File: src/rtl/muldiv_unit.sv
// Iterative 32x32 multiply / divide unit: 32 shift-add or restoring-divide steps,
// result written to HI/LO on entry to DONE.
module muldiv_unit (
    input  logic        clk,
    input  logic        reset,
    input  logic        start,
    input  logic [1:0]  op,
    input  logic [31:0] A,
    input  logic [31:0] B,
    output logic        busy,
    output logic        done,
    output logic [31:0] hi,
    output logic [31:0] lo,
    output logic        div_zero
);

    typedef enum logic [1:0] {
        S_IDLE = 2'd0,
        S_RUN  = 2'd1,
        S_DONE = 2'd2
    } state_t;

    state_t      r_state;
    logic [4:0]  r_cnt;
    logic        r_is_div;
    logic        r_neg_q;
    logic        r_neg_r;
    logic        r_b_zero;
    logic [31:0] r_a;
    logic [31:0] r_y;
    logic [63:0] r_acc;
    logic [31:0] r_hi;
    logic [31:0] r_lo;
    logic        r_div_zero;
    logic        r_busy;
    logic        r_done;

    logic        w_a_neg;
    logic        w_b_neg;
    logic [31:0] w_a_mag;
    logic [31:0] w_b_mag;
    logic [32:0] w_mul_sum;
    logic [63:0] w_mul_next;
    logic [32:0] w_div_diff;
    logic [63:0] w_div_next;
    logic [63:0] w_acc_next;
    logic [63:0] w_prod;
    logic [31:0] w_quo;
    logic [31:0] w_rem;

    assign w_a_neg = op[0] & A[31];
    assign w_b_neg = op[0] & B[31];
    assign w_a_mag = w_a_neg ? (~A + 32'd1) : A;
    assign w_b_mag = w_b_neg ? (~B + 32'd1) : B;

    // Multiply: r_acc = {partial product, remaining multiplier bits}, shifted right each step.
    assign w_mul_sum  = {1'b0, r_acc[63:32]} + (r_acc[0] ? {1'b0, r_y} : 33'd0);
    assign w_mul_next = {w_mul_sum, r_acc[31:1]};

    // Divide: r_acc = {partial remainder, dividend/quotient}, shifted left each step.
    assign w_div_diff = r_acc[63:31] - {1'b0, r_y};
    assign w_div_next = w_div_diff[32] ? {r_acc[62:31], r_acc[30:0], 1'b0}
                                       : {w_div_diff[31:0], r_acc[30:0], 1'b1};

    assign w_acc_next = r_is_div ? w_div_next : w_mul_next;
    assign w_prod     = r_neg_q ? (~w_acc_next + 64'd1) : w_acc_next;
    assign w_quo      = r_neg_q ? (~w_acc_next[31:0] + 32'd1) : w_acc_next[31:0];
    assign w_rem      = r_neg_r ? (~w_acc_next[63:32] + 32'd1) : w_acc_next[63:32];

    always_ff @(posedge clk) begin
        if (reset) begin
            r_state    <= S_IDLE;
            r_cnt      <= 5'd0;
            r_is_div   <= 1'b0;
            r_neg_q    <= 1'b0;
            r_neg_r    <= 1'b0;
            r_b_zero   <= 1'b0;
            r_a        <= 32'd0;
            r_y        <= 32'd0;
            r_acc      <= 64'd0;
            r_hi       <= 32'd0;
            r_lo       <= 32'd0;
            r_div_zero <= 1'b0;
            r_busy     <= 1'b0;
            r_done     <= 1'b0;
        end else begin
            case (r_state)
                S_IDLE: begin
                    if (start) begin
                        r_state  <= S_RUN;
                        r_busy   <= 1'b1;
                        r_cnt    <= 5'd0;
                        r_is_div <= op[1];
                        r_neg_q  <= w_a_neg ^ w_b_neg;
                        r_neg_r  <= w_a_neg;
                        r_b_zero <= (B == 32'd0);
                        r_a      <= A;
                        if (op[1]) begin
                            r_acc <= {32'd0, w_a_mag};
                            r_y   <= w_b_mag;
                        end else begin
                            r_acc <= {32'd0, w_b_mag};
                            r_y   <= w_a_mag;
                        end
                    end
                end
                S_RUN: begin
                    r_acc <= w_acc_next;
                    r_cnt <= r_cnt + 5'd1;
                    if (r_cnt == 5'd31) begin
                        r_state <= S_DONE;
                        r_busy  <= 1'b0;
                        r_done  <= 1'b1;
                        if (r_is_div && r_b_zero) begin
                            r_hi       <= r_a;
                            r_lo       <= 32'hFFFF_FFFF;
                            r_div_zero <= 1'b1;
                        end else if (r_is_div) begin
                            r_hi       <= w_rem;
                            r_lo       <= w_quo;
                            r_div_zero <= 1'b0;
                        end else begin
                            r_hi       <= w_prod[63:32];
                            r_lo       <= w_prod[31:0];
                            r_div_zero <= 1'b0;
                        end
                    end
                end
                S_DONE: begin
                    r_state <= S_IDLE;
                    r_done  <= 1'b0;
                end
                default: begin
                    r_state <= S_IDLE;
                    r_busy  <= 1'b0;
                    r_done  <= 1'b0;
                end
            endcase
        end
    end

    assign busy     = r_busy;
    assign done     = r_done;
    assign hi       = r_hi;
    assign lo       = r_lo;
    assign div_zero = r_div_zero;

endmodule

File: config.mk
export PLATFORM = sky130hd
export DESIGN_NAME = muldiv_unit
export DESIGN_NICKNAME = d
export VERILOG_FILES = /design/src/rtl/muldiv_unit.sv
export SDC_FILE = /design/constraint.sdc
export NUM_CORES = 1
export LEC_CHECK = 0
export CAP_MARGIN = 20
export CORE_MARGIN = 2
export CORE_UTILIZATION = 54
export DETAILED_ROUTE_END_ITERATION = 10
export GPL_TIMING_DRIVEN = 0
export MAX_ROUTING_LAYER = met4
export PLACE_DENSITY_LB_ADDON = 0.15
export SYNTH_ARGS = -nofsm -noshare
export SYNTH_HDL_FRONTEND = slang
export SYNTH_SLANG_ARGS = --single-unit
File: constraint.sdc
create_clock -name clk -period 5.1 [get_ports clk]
set_input_delay 1.02 -clock clk [delete_from_list [all_inputs] [get_ports clk]]
set_output_delay 1.02 -clock clk [all_outputs]
set_load 0.05 [all_outputs]
==> results.json, run 1 <==
{
  "critPathCaptureType": "flop",
  "numCtsBuffers": 23,
  "critical_path.max_stage_delay_ps": 530,
  "max_cap_violations": 0,
  "hold_class": "flop to flop",
  "grt_pass1_wl_um": 114000,
  "cp_common_cell": "or3_4",
  "port_buffers": 134,
  "synth_edf_count": 0,
  "path_clk_slew_ps": 60,
  "min_period_over_period": 1.03,
  "synth_ff_type": "dfxtp_1",
  "worstPathMaxFanout": 7,
  "synthArstFlopShare": 0,
  "wire_per_inst_um": 25.8,
  "antenna_cells": 0,
  "vias": 20300,
  "synthesis.nets": 2494,
  "ys_top_cells_by_area": "dfxtp_1, a21oi_1, nand2_1",
  "cp.required_ps": 5520,
  "grt_use_total": 0.467,
  "max_freq_mhz": 190,
  "p_seq_frac": 0.329,
  "cts_sinks": 206,
  "antenna_found_initial": 0,
  "crit_arrival_ps": 5700,
  "pin_count": 136,
  "critPathLaunch": "r_acc[42]",
  "finalPower_uw": 5400,
  "finalSetupViolCount": 15,
  "gp_congestion": 1.10,
  "relSlewSlack": 0.401,
  "finalHoldViolCount": 0,
  "rsz0062_at_grt": "true",
  "dieHeight_um": 181,
  "synth-compound-area-share": 0.292,
  "cp_num_buf_inv": 1,
  "power_switching_uw": 2030,
  "peakVddDrop_v": 0.000265,
  "hpwl_um": 60000,
  "nNetsFinal": 2707,
  "pwr-share-comb": 0.345,
  "post-route-worst-setup-slack_ps": -177,
  "grt_pass1_vias": 19300,
  "ys_seq_elements": 206,
  "cts-root-buf": "clkbuf_16",
  "fillCellCount": 2668,
  "cts_tree": "done",
  "drive_above_1_share": 0.112,
  "yosysSeqAreaShare": 0.243,
  "dieWidth_um": 181,
  "cts_htree_levels": 1,
  "via_per_inst": 6.81,
  "coreArea_mm2": 0.0307,
  "p_leak_uw": 0.00776,
  "holdBufCountCts": 0,
  "synth_top_area_frac": 0.243,
  "failed_checks": "negative setup slack",
  "holdWs_ps": 463,
  "worst_setup_path_start_kind": "flop",
  "synthXorXnorAreaFrac": 0.0786,
  "yosys_warnings": 0,
  "worst_pin_slew_ps": 898,
  "synthMuxAreaShare": 0.0360,
  "crit_family": "compound AO/OA/AOI/OAI gates",
  "rows": 64,
  "cp_slowest_cell": "or4_4",
  "drt-initial-drc-count": 2468,
  "synthCells": 2353,
  "syn_avg_cell_area_um2": 7.20,
  "grt_overflow": 0,
  "synth-simple-area-share": 0.246,
  "min_period_ps": 5280,
  "p_per_area_mw_per_mm2": 263,
  "totalWireLength_um": 76900,
  "dieArea_mm2": 0.0328,
  "grt_max_degree": 20,
  "yosysMostFrequentCell": "nand2_1",
  "yosysTopAreaCell": "dfxtp_1",
  "first_pass_iters": 8,
  "p_clk_frac": 0.326,
  "clk_path_buf_depth": 3,
  "crit-reg2reg-launch": "r_acc[42]",
  "switching_share": 0.376,
  "ant_nets": 0,
  "synth_top_family_by_area": "compound AO/OA/AOI/OAI gates",
  "synthAdderAreaFrac": 0.0541,
  "finalMaxSlewViolations": 0,
  "internal_power_uw": 3370,
  "yosys-top-cells-count": "nand2_1, a21oi_1, nor2_1",
  "drc_errors": 0,
  "path_cells": "ha_2 -> a21oi_1 -> o22ai_1 -> a22o_4 -> o211a_4 -> o211ai_4 -> buf_6 -> nor2_4 -> a21oi_4 -> ha_4 -> o211ai_1 -> or3_4 -> or3_4 -> or4_4 -> o31ai_2 -> a21o_1 -> xor2_1 -> a211oi_2 -> a31o_1",
  "status": "complete, but fails checks",
  "initial_core_util": 0.551,
  "syn2layout_area_growth_pct": 21.5,
  "fin_worst_skew_ps": 13.4,
  "netlist_area_mm2": 0.0169,
  "worstSetupPathType": "flop to flop",
  "worstHoldStart": "hi[27]",
  "synth_cell_types": 101,
  "clkLatencyLatePin_ps": 540
}
-- area by class of cell --
cell class	instances	area [µm²]	share of cell area
plain buffers	143	618	0.0300
clock buffers	28	634	0.0308
clock inverters	14	165	0.00802
inverters	61	231	0.0112
multi-input cells	1940	12500	0.607
flip-flops and latches	206	4160	0.202
well taps	396	495	0.0241
repair buffers	191	1780	0.0866
-- cell usage in the layout, fill, tap and decap left out, types with 24 or more instances in the layout --
master,count
a211oi_1,32
a21o_1,26
a21oi_1,281
a31oi_1,40
and2_1,61
buf_4,54
clkbuf_1,112
clkdlybuf4s50_1,134
dfxtp_1,185
ha_1,54
inv_1,57
mux2_2,27
mux2i_1,27
nand2_1,306
nand3_1,49
nor2_1,237
nor3_1,57
nor4_1,24
o211ai_1,56
o21ai_0,131
xnor2_1,78
xor2_1,68
-- registers in the layout, indices dropped and copies added (netlist names) --
| name | cells |
|---|---|
| r_neg_q | 1 |
| r_a | 32 |
| r_neg_r | 1 |
| r_cnt | 5 |
| r_y | 32 |
| busy | 1 |
| lo | 32 |
| r_b_zero | 1 |
| r_acc | 64 |
| r_is_div | 1 |
| hi | 32 |
| r_state | 2 |
| done | 1 |
| div_zero | 1 |
-- worst paths after layout --
| check | end | slack, ps | cells after the start |
|---|---|---|---|
| min | hi[27] | 460 | 2 |
| max reg2reg | hi[14] | -180 | 19 |
| max | hi[14] | -180 | 19 |
| min reg2reg | hi[27] | 460 | 2 |
-- metrics by stage --
step | setup TNS (ps) | instance area [µm²] | utilization | std cells | setup slack (ps)
after global placement | -43850 | 18800 | 0.611 | 2883 | -1480
after global routing | -2510 | 20600 | 0.669 | 2979 | -236
after floorplan | 0 | 16900 | - | 2353 | 80.4
after detailed placement | -42370 | 18800 | 0.611 | 2883 | -1450
final | -1400 | 20600 | 0.669 | 2979 | -177
after CTS | -1890 | 20100 | 0.655 | 2961 | -229
-- metal layers --
layer	GRT usage	vias up	share of wire
li1	-	8944	-
met1	0.546	9474	0.37
met2	0.714	1432	0.43
met3	0.0937	439	0.11
met4	0.338	0	0.094
met5	-	-	0
-- power groups by stage --
stage	logic, µW	clock network [µW]	registers [µW]
final	1860	1760	1780
after global placement	1560	0	1800
after CTS	1690	1740	1770
after global routing	1970	1800	1780
after detailed placement	1570	0	1800
after floorplan	1070	0	1750
-- worst min-delay path, stage by stage, from the launching register on --
cell	delay, ps
dfxtp_1	320
nand2_1	60
o21ai_2	50
-- repair_timing --
action,CTS,global route
gates resized for setup,78,72
endpoints found under the setup margin,73,34
cloned,0,1
pin swaps,47,39
buffers inserted,38,20
-- logic make-up after synthesis --
group | after synthesis
flip-flops | 206
AO/OA/AOI/OAI | 771
XOR/XNOR | 152
adder cells (fa/ha/maj) | 72
multiplexers | 57
AND/OR/NAND/NOR | 888
buffers and inverters | 207
Power figures use the tool's default switching activity.
==> run 2, diff against run 1 <==
--- a/config.mk
+++ b/config.mk
@@ -5,6 +5,7 @@
 export SDC_FILE = /design/constraint.sdc
 export NUM_CORES = 1
 export LEC_CHECK = 0
+export ABC_AREA = 0
 export CAP_MARGIN = 20
 export CORE_MARGIN = 2
 export CORE_UTILIZATION = 54
==> results of run 2 <==
Final layout, timing and power as in run 1 (identical DEF).
